### config.mk
export PLATFORM = sky130hd
export DESIGN_NAME = fp_div_seq
export DESIGN_NICKNAME = d
export VERILOG_FILES = /design/src/rtl/fp_div_seq.sv
export SDC_FILE = /design/constraint.sdc
export NUM_CORES = 1
export LEC_CHECK = 0
export ABC_AREA = 1
export CAP_MARGIN = 5
export CORE_UTILIZATION = 58
export CTS_CLUSTER_SIZE = 12
export DETAILED_ROUTE_END_ITERATION = 12
export PLACE_DENSITY = 0.79
export SKIP_LAST_GASP = 1
export SLEW_MARGIN = 5
export SYNTH_ARGS = -nofsm -noshare
export SYNTH_HDL_FRONTEND = slang
export SYNTH_SLANG_ARGS = --single-unit
### constraint.sdc
create_clock -name clk -period 2.7 [get_ports clk]
set_input_delay 0.405 -clock clk [delete_from_list [all_inputs] [get_ports clk]]
set_output_delay 0.405 -clock clk [all_outputs]
set_load 0.02 [all_outputs]
### src/rtl/fp_div_seq.sv
// Sequential binary32 divider: restoring division, one quotient bit per cycle.
// Results are truncated, subnormal inputs and outputs flush to zero, and any NaN or Inf input gives a quiet NaN.
module fp_div_seq (
  input  logic        clk,
  input  logic        rst,
  input  logic        in_valid,
  output logic        in_ready,
  input  logic [31:0] dividend,
  input  logic [31:0] divisor,
  output logic        out_valid,
  input  logic        out_ready,
  output logic [31:0] result,
  output logic        busy
);

  typedef enum logic [2:0] {
    IDLE, EXP, ITER, NORM, DONE
  } state_t;

  state_t state_q, state_d;
  logic [31:0] a_q, a_d, b_q, b_d;
  logic [31:0] res_q, res_d;
  logic        sign_q, sign_d;
  logic signed [9:0] e_q, e_d;
  logic [24:0] rem_q, rem_d, q_q, q_d;
  logic [23:0] mb_q, mb_d;
  logic [4:0]  cnt_q, cnt_d;

  logic [7:0]  ea, eb;
  logic        a_zero, b_zero, nan, sgn, ge;
  logic [24:0] rem_sub;
  logic signed [9:0] e_n;
  logic [22:0] mant_n;

  assign ea      = a_q[30:23];
  assign eb      = b_q[30:23];
  assign a_zero  = (ea == 8'd0);
  assign b_zero  = (eb == 8'd0);
  assign nan     = (ea == 8'hFF) || (eb == 8'hFF) || (a_zero && b_zero);
  assign sgn     = a_q[31] ^ b_q[31];
  assign ge      = (rem_q >= {1'b0, mb_q});
  assign rem_sub = rem_q - {1'b0, mb_q};
  assign e_n     = q_q[24] ? e_q : e_q - 10'sd1;
  assign mant_n  = q_q[24] ? q_q[23:1] : q_q[22:0];

  assign in_ready  = (state_q == IDLE);
  assign out_valid = (state_q == DONE);
  assign busy      = (state_q != IDLE);
  assign result    = res_q;

  always_comb begin
    state_d = state_q;
    a_d     = a_q;
    b_d     = b_q;
    res_d   = res_q;
    sign_d  = sign_q;
    e_d     = e_q;
    rem_d   = rem_q;
    q_d     = q_q;
    mb_d    = mb_q;
    cnt_d   = cnt_q;
    unique case (state_q)
      IDLE: begin
        if (in_valid) begin
          a_d     = dividend;
          b_d     = divisor;
          state_d = EXP;
        end
      end
      EXP: begin
        sign_d = sgn;
        e_d    = $signed({2'b00, ea}) - $signed({2'b00, eb}) + 10'sd127;
        if (nan) begin
          res_d   = 32'h7FC0_0000;
          state_d = DONE;
        end else if (b_zero) begin
          res_d   = {sgn, 8'hFF, 23'd0};
          state_d = DONE;
        end else if (a_zero) begin
          res_d   = {sgn, 31'd0};
          state_d = DONE;
        end else begin
          rem_d   = {2'b01, a_q[22:0]};
          mb_d    = {1'b1, b_q[22:0]};
          q_d     = '0;
          cnt_d   = '0;
          state_d = ITER;
        end
      end
      ITER: begin
        q_d   = {q_q[23:0], ge};
        rem_d = ge ? {rem_sub[23:0], 1'b0} : {rem_q[23:0], 1'b0};
        cnt_d = cnt_q + 5'd1;
        if (cnt_q == 5'd24) state_d = NORM;
      end
      NORM: begin
        if (e_n >= 10'sd255)
          res_d = {sign_q, 8'hFF, 23'd0};
        else if (e_n <= 10'sd0)
          res_d = {sign_q, 31'd0};
        else
          res_d = {sign_q, e_n[7:0], mant_n};
        state_d = DONE;
      end
      DONE: begin
        if (out_ready) state_d = IDLE;
      end
      default: state_d = IDLE;
    endcase
  end

  always_ff @(posedge clk) begin
    if (rst) begin
      state_q <= IDLE;
      a_q     <= '0;
      b_q     <= '0;
      res_q   <= '0;
      sign_q  <= 1'b0;
      e_q     <= '0;
      rem_q   <= '0;
      q_q     <= '0;
      mb_q    <= '0;
      cnt_q   <= '0;
    end else begin
      state_q <= state_d;
      a_q     <= a_d;
      b_q     <= b_d;
      res_q   <= res_d;
      sign_q  <= sign_d;
      e_q     <= e_d;
      rem_q   <= rem_d;
      q_q     <= q_d;
      mb_q    <= mb_d;
      cnt_q   <= cnt_d;
    end
  end

endmodule

# ---- After elaboration in Yosys (flattened, before gate mapping)
# Index checks and enable logic that the tools add are counted.
dict set report word_totals {
  word_cells 78
  in_bits 68
  memories 0
  latch_bits 0
  romBits 0
  output_inout_bits 35
  ram_bits 0
  register_bits 189
}
dict set report op_classes {
  n_shift 0
  n_eq_ne 14
  div_mod_pow 0
  mux 28
  n_mul 0
  reduce_logical 14
  add_sub_neg 5
  n_bitwise 4
  order_cmp 3
}
# operator count
set op_table {}
lappend op_table {{$mux W25} 7}
lappend op_table {{$pmux W25 S2} 2}
lappend op_table {{$mux W32} 3}
lappend op_table {{$pmux W32 S2} 1}
lappend op_table {{$mux W31} 2}
lappend op_table {{$ge A25 B24 Y1} 1}
lappend op_table {{$sub A24 B24 Y24} 1}
lappend op_table {{$mux W23} 1}
lappend op_table {{$mux W3} 6}
lappend op_table {{$eq A8 B8 Y1 const B} 2}
lappend op_table {{$logic_not A8 Y1} 2}
lappend op_table {{$mux W5} 3}
lappend op_table {{$pmux W3 S5} 1}
lappend op_table {{$add A9 B8 Y10 const B} 1}
lappend op_table {{$ge A10 B9 Y1 const B} 1}
lappend op_table {{$le A10 B1 Y1 const B} 1}
lappend op_table {{$mux W10} 1}
lappend op_table {{$ne A2 B2 Y1 const B} 5}
lappend op_table {{$pmux W5 S2} 1}
lappend op_table {{$sub A10 B2 Y10 const B} 1}
lappend op_table {{$sub A8 B8 Y9} 1}
lappend op_table {{$reduce_and A4 Y1} 2}
lappend op_table {{$eq A3 B2 Y1 const B} 2}
lappend op_table {{$add A5 B1 Y5 const B} 1}
lappend op_table {{other kinds (14)} 19}

# ---- Depth between registers and ports, before layout
# Gate-level depths: netlist of the first run.
dict set report logic_depth {
  word_depth 6
  depth_mapped 16
  depth_no_buf 16
}

# ---- Least setup slack after synthesis of the first run
# No wires, ideal clock.
dict set report synth_path {
  path_kind {register to register}
  startpoint {register a_q[23]}
  endpoint {register e_q[8]}
  period_less_slack_ns 1.971
  setup_time_ns 0.110
  path_stages_with_launch 14
  slack_ns 0.729
  n_path_buf 0
  t_arrival_ns 1.862
  path_cell_list {dfxtp_1 -> inv_2 -> ha_1 -> inv_1 -> fa_1 -> nand3_1 -> nand3_1 -> xor2_1 -> nand3_1 -> nand3b_1 -> nand3_1 -> nand3_1 -> inv_1 -> nor2_1}
}
dict set report synth_between {
  elab_chain_cells 2
}
# element line_no
set synth_lines {}
lappend synth_lines {{start, declared} 21} ;# logic [31:0] a_q, a_d, b_q, b_d;
lappend synth_lines {{start signal, assigned} 115} ;# a_q <= '0;
lappend synth_lines {{start signal, assigned} 126} ;# a_q <= a_d;
lappend synth_lines {{$sub A8 B8 Y9} 72} ;# e_d = $signed({2'b00, ea}) - $signed({2'b00, eb}) + 10'sd127;
lappend synth_lines {{$add A9 B8 Y10} 72}
lappend synth_lines {{end signal, assigned} 119} ;# e_q <= '0;
lappend synth_lines {{end signal, assigned} 130} ;# e_q <= e_d;
lappend synth_lines {{end, declared} 24} ;# logic signed [9:0] e_q, e_d;
# No other way between the ends.
# A chain may end at the register's enable or synchronous reset.

# ---- Worst setup path after layout of the first run
dict set report layout_path {
  startpoint {register b_q[26]}
  endpoint {register q_q[0]}
}
dict set report layout_between {
  elab_chain_cells 5
  elab_cells_between_ends 8
  classes_between {eq/ne: 3; reduce/logical: 5}
}
# element line_no
set layout_lines {}
lappend layout_lines {{start, declared} 21}
lappend layout_lines {{start signal, assigned} 116} ;# b_q <= '0;
lappend layout_lines {{start signal, assigned} 127} ;# b_q <= b_d;
lappend layout_lines {{$eq A8 B8 Y1 or $logic_not A8 Y1 (tied branches)} {39, 38}}
lappend layout_lines {{$logic_or A1 B1 Y1 or $logic_and A1 B1 Y1 (tied branches)} 39} ;# assign nan = (ea == 8'hFF) || (eb == 8'hFF) || (a_zero && b_zero);
lappend layout_lines {{$logic_or A1 B1 Y1} 39}
lappend layout_lines {{$ne A2 B2 Y1 (no source line)} --}
lappend layout_lines {{$reduce_and A4 Y1 (no source line) *} --}
lappend layout_lines {{end signal, assigned} 132} ;# q_q <= q_d;
lappend layout_lines {{end, declared} 25} ;# logic [24:0] rem_q, rem_d, q_q, q_d;
# Every way passes the cells marked *; elsewhere a longest branch is shown, timed or not.

==> results of run 1 <==
through the flow:
| stage | instance area [µm²] | util [%] | hold slack [ps] | total power, µW | setup WS, ps |
|---|---|---|---|---|---|
| after floorplan | 10420 | - | 429.7 | 11760 | 728.6 |
| after detailed placement | 11530 | 66.19 | 448.9 | 14410 | 335.7 |
| after global routing | 12110 | 69.52 | 476.5 | 18490 | 136.6 |
| final | 12110 | 69.52 | 456.5 | 17050 | 321.6 |
| after CTS | 12110 | 69.52 | 459.1 | 16940 | 297.3 |
| after global placement | 11530 | 66.19 | 442.5 | 14310 | 343.6 |
worst min-delay path, stage by stage, from the launching register on:
cell,delay (ps)
dfxtp_1,300
inv_1,60
a21oi_1,60
registers in the layout (all words and copies together) (netlist names):
name	flops
a_q	32
b_q	32
cnt_q	5
e_q	10
mb_q	24
q_q	25
rem_q	25
result	32
sign_q	1
state_q	3
power by group:
part / leakage, µW / total [µW] / internal, µW / switching, µW
registers: 0.00154 / 3880 / 3460 / 416
logic: 0.00331 / 10700 / 3540 / 7140
clock network: 0.000279 / 2490 / 1310 / 1180
total: 0.00513 / 17100 / 8310 / 8740
cell families (layout without fill, tap and decap cells):
| family | after synthesis | count (layout) | share of synthesized area (%) |
|---|---|---|---|
| adder cells (fa/ha/maj) | 38 | 38 | 4.706 |
| buffers and inverters | 252 | 332 | 10.24 |
| flip-flops | 189 | 189 | 36.30 |
| AO/OA/AOI/OAI | 332 | 332 | 17.20 |
| AND/OR/NAND/NOR | 677 | 677 | 29.80 |
| XOR/XNOR | 20 | 20 | 1.753 |
routing by layer:
layer | GRT usage, % | vias to the layer above
li1 | - | 5075
met1 | 41.06 | 4652
met2 | 50.17 | 307
met3 | 4.773 | 45
met4 | 10.00 | 0
met5 | 0 | -
worst max path at each step:
stage | cells past startpoint | start | slack, ps | endpoint
CTS | 9 | b_q[26] | 300 | q_q[0]
floorplan | 13 | a_q[23] | 730 | e_q[8]
global placement | 10 | a_q[24] | 340 | q_q[0]
global route | 16 | mb_q[2] | 140 | rem_q[9]
detailed placement | 9 | b_q[26] | 340 | q_q[0]
finish | 9 | b_q[26] | 320 | q_q[0]
cells in the final DEF, fill, tap and decap left out, types with 12 or more instances in the layout:
master | synthesis | layout
nand4_1 | 31 | 31
clkdlybuf4s50_1 | 0 | 101
nand2_1 | 385 | 384
xor2_1 | 12 | 12
dfxtp_1 | 189 | 189
buf_4 | 2 | 18
nor2_1 | 65 | 64
a21oi_2 | 20 | 20
clkbuf_16 | 0 | 17
inv_2 | 13 | 13
ha_1 | 36 | 36
nand3_2 | 20 | 20
o21ai_0 | 102 | 102
inv_1 | 163 | 162
nand3_1 | 126 | 126
a21oi_1 | 180 | 180
area by class of cell:
| cell class | count | area [µm²] |
|---|---|---|
| multi-input cells | 1067 | 5587 |
| fillers | 1563 | 5309 |
| flip-flops and latches | 189 | 3784 |
| repair buffers | 122 | 1206 |
| inverters | 178 | 670.6 |
| clock buffers | 18 | 429.2 |
| well taps | 225 | 281.5 |
| clock inverters | 14 | 150.1 |
==> reports/qor.csv, run 1 <==
metric;value;unit
unrepaired setup endpoints after global routing;false;
setup total negative slack;0;ps
Via density;5.559;
crit path DAT;2720;ps
WL per Instance;15.12;µm
CP Class;reg2reg;
CTS resizes;0;
power per cell area;1408;nW/µm²
metal2 WL;12.82;mm
count of cell types in the netlist;49;
Buffers on Ports;102;
Post-synth top flop;dfxtp_1;
Yosys top cell by area;dfxtp_1;
syn_nets;1614;
Final HPWL DP;19.98;mm
DRC;0;
CTS Buf Count;17;
CP Capture Type;register;
Core ar.;17420;µm²
Inst Count DP;1781;
WL met3;1.538;mm
GRT Util Overall;30.66;%
Critical Path Start Type;register;
Worst-Skew Late Latency;440;ps
Worst R2R Start;b_q[26];
layout cells sized above 1;8.942;%
Die ar.;18510;µm²
cell family with most CP delay;simple AND/OR/NAND/NOR gates;
Yosys reg bits;189;
Routed Antenna Nets;0;
Crit-path slowest cell;inv_2;
worst-margin pin slew;861.8;ps
worst slew margin relative to its limit;42.55;%
sequential share of the synthesized area;36.30;%
Syn-to-layout area delta;16.17;%
Iter 0 DRT Violations;885;
synth cell count leaders;nand2_1, dfxtp_1, a21oi_1, inv_1, nand3_1;
Die W;136.1;µm
drt total wl;27.41;mm
asr flop ratio synth;0;%
Hold EP;a_q[9];
Post-Layout Cell Count;1813;
f_max;0.4204;GHz
CTS tree;built;
H-Tree Level Count;4;
Reg2Reg Setup Slack;320;ps
CTS clk-pin slew, worst paths;80;ps
hold path cells;2;
final hold violations;0;
n_diodes;0;
Mean Syn Cell Area;6.911;µm²
pin count of the biggest net entering global routing;86;
setup repair bufs after CTS;0;
via count;10080;
Max Slew Vio Count;0;
die height;136.1;µm
post-layout net count;1681;
DRT Pass-1 Iters;6;
Root Buffer;clkbuf_16;
clock buffer depth;2;
leading post-synthesis cells by cell area;dfxtp_1, nand2_1, a21oi_1, nand3_1, inv_1;
number of synthesized flops with an enable pin;0;
buffers plus inverters on the worst setup path;2;
Hold Path Class;reg2reg;
routability cong.;0.9479;
max cap viols;0;
vias in the first global route;9413;
peak supply drop;0.0008741;V
Setup Viol. Count Final;0;
cell with the most instances after synthesis;nand2_1;
startpoint of the worst hold path;a_q[9];
initial antenna violation count;0;
synthesized cell area;10420;µm²
highest routed layer;met4;
Initial Utilization;59.84;%
M1 wire length;12.45;mm
r2r worst-path depth;9;
Synth Warn #;0;
CP max FO;31;
post-layout min period;2378;ps
Mapped Cells;1508;
post-synth top area share;36.30;%
first-pass GRT wire length;45.08;mm
std cell rows;48;
I/O pin cnt;103;
Reg-to-Reg End;q_q[0];
Leak;0.005130;µW
# hold bufs at CTS;0;
global-route congestion overflow total;0;
max incr delay on CP;490;ps
clock sink count;189;
Cell Chain, Critical Path;inv_1 > nand4_1 > nor2_1 > nor3_2 > nand2_4 > nand2_2 > inv_2 > nand2_1 > a21oi_1;
clock skew;11.40;ps
Required @ worst endpoint;3040;ps
status;finished clean;
Tcrit/Tclk final;88.09;%
(Power assumes the default switching activity.)
==> inputs of run 2 (changes only) <==
Settings changed: SKIP_CTS_REPAIR_TIMING set to 1.
==> results of run 2 <==
No change in the layout: final DEF, timing and power equal those of run 1.
==> inputs of run 3 (changes only) <==
Settings changed: CAP_MARGIN 5 to 20.
==> results of run 3 <==
No change in the layout: final DEF, timing and power equal those of run 1.
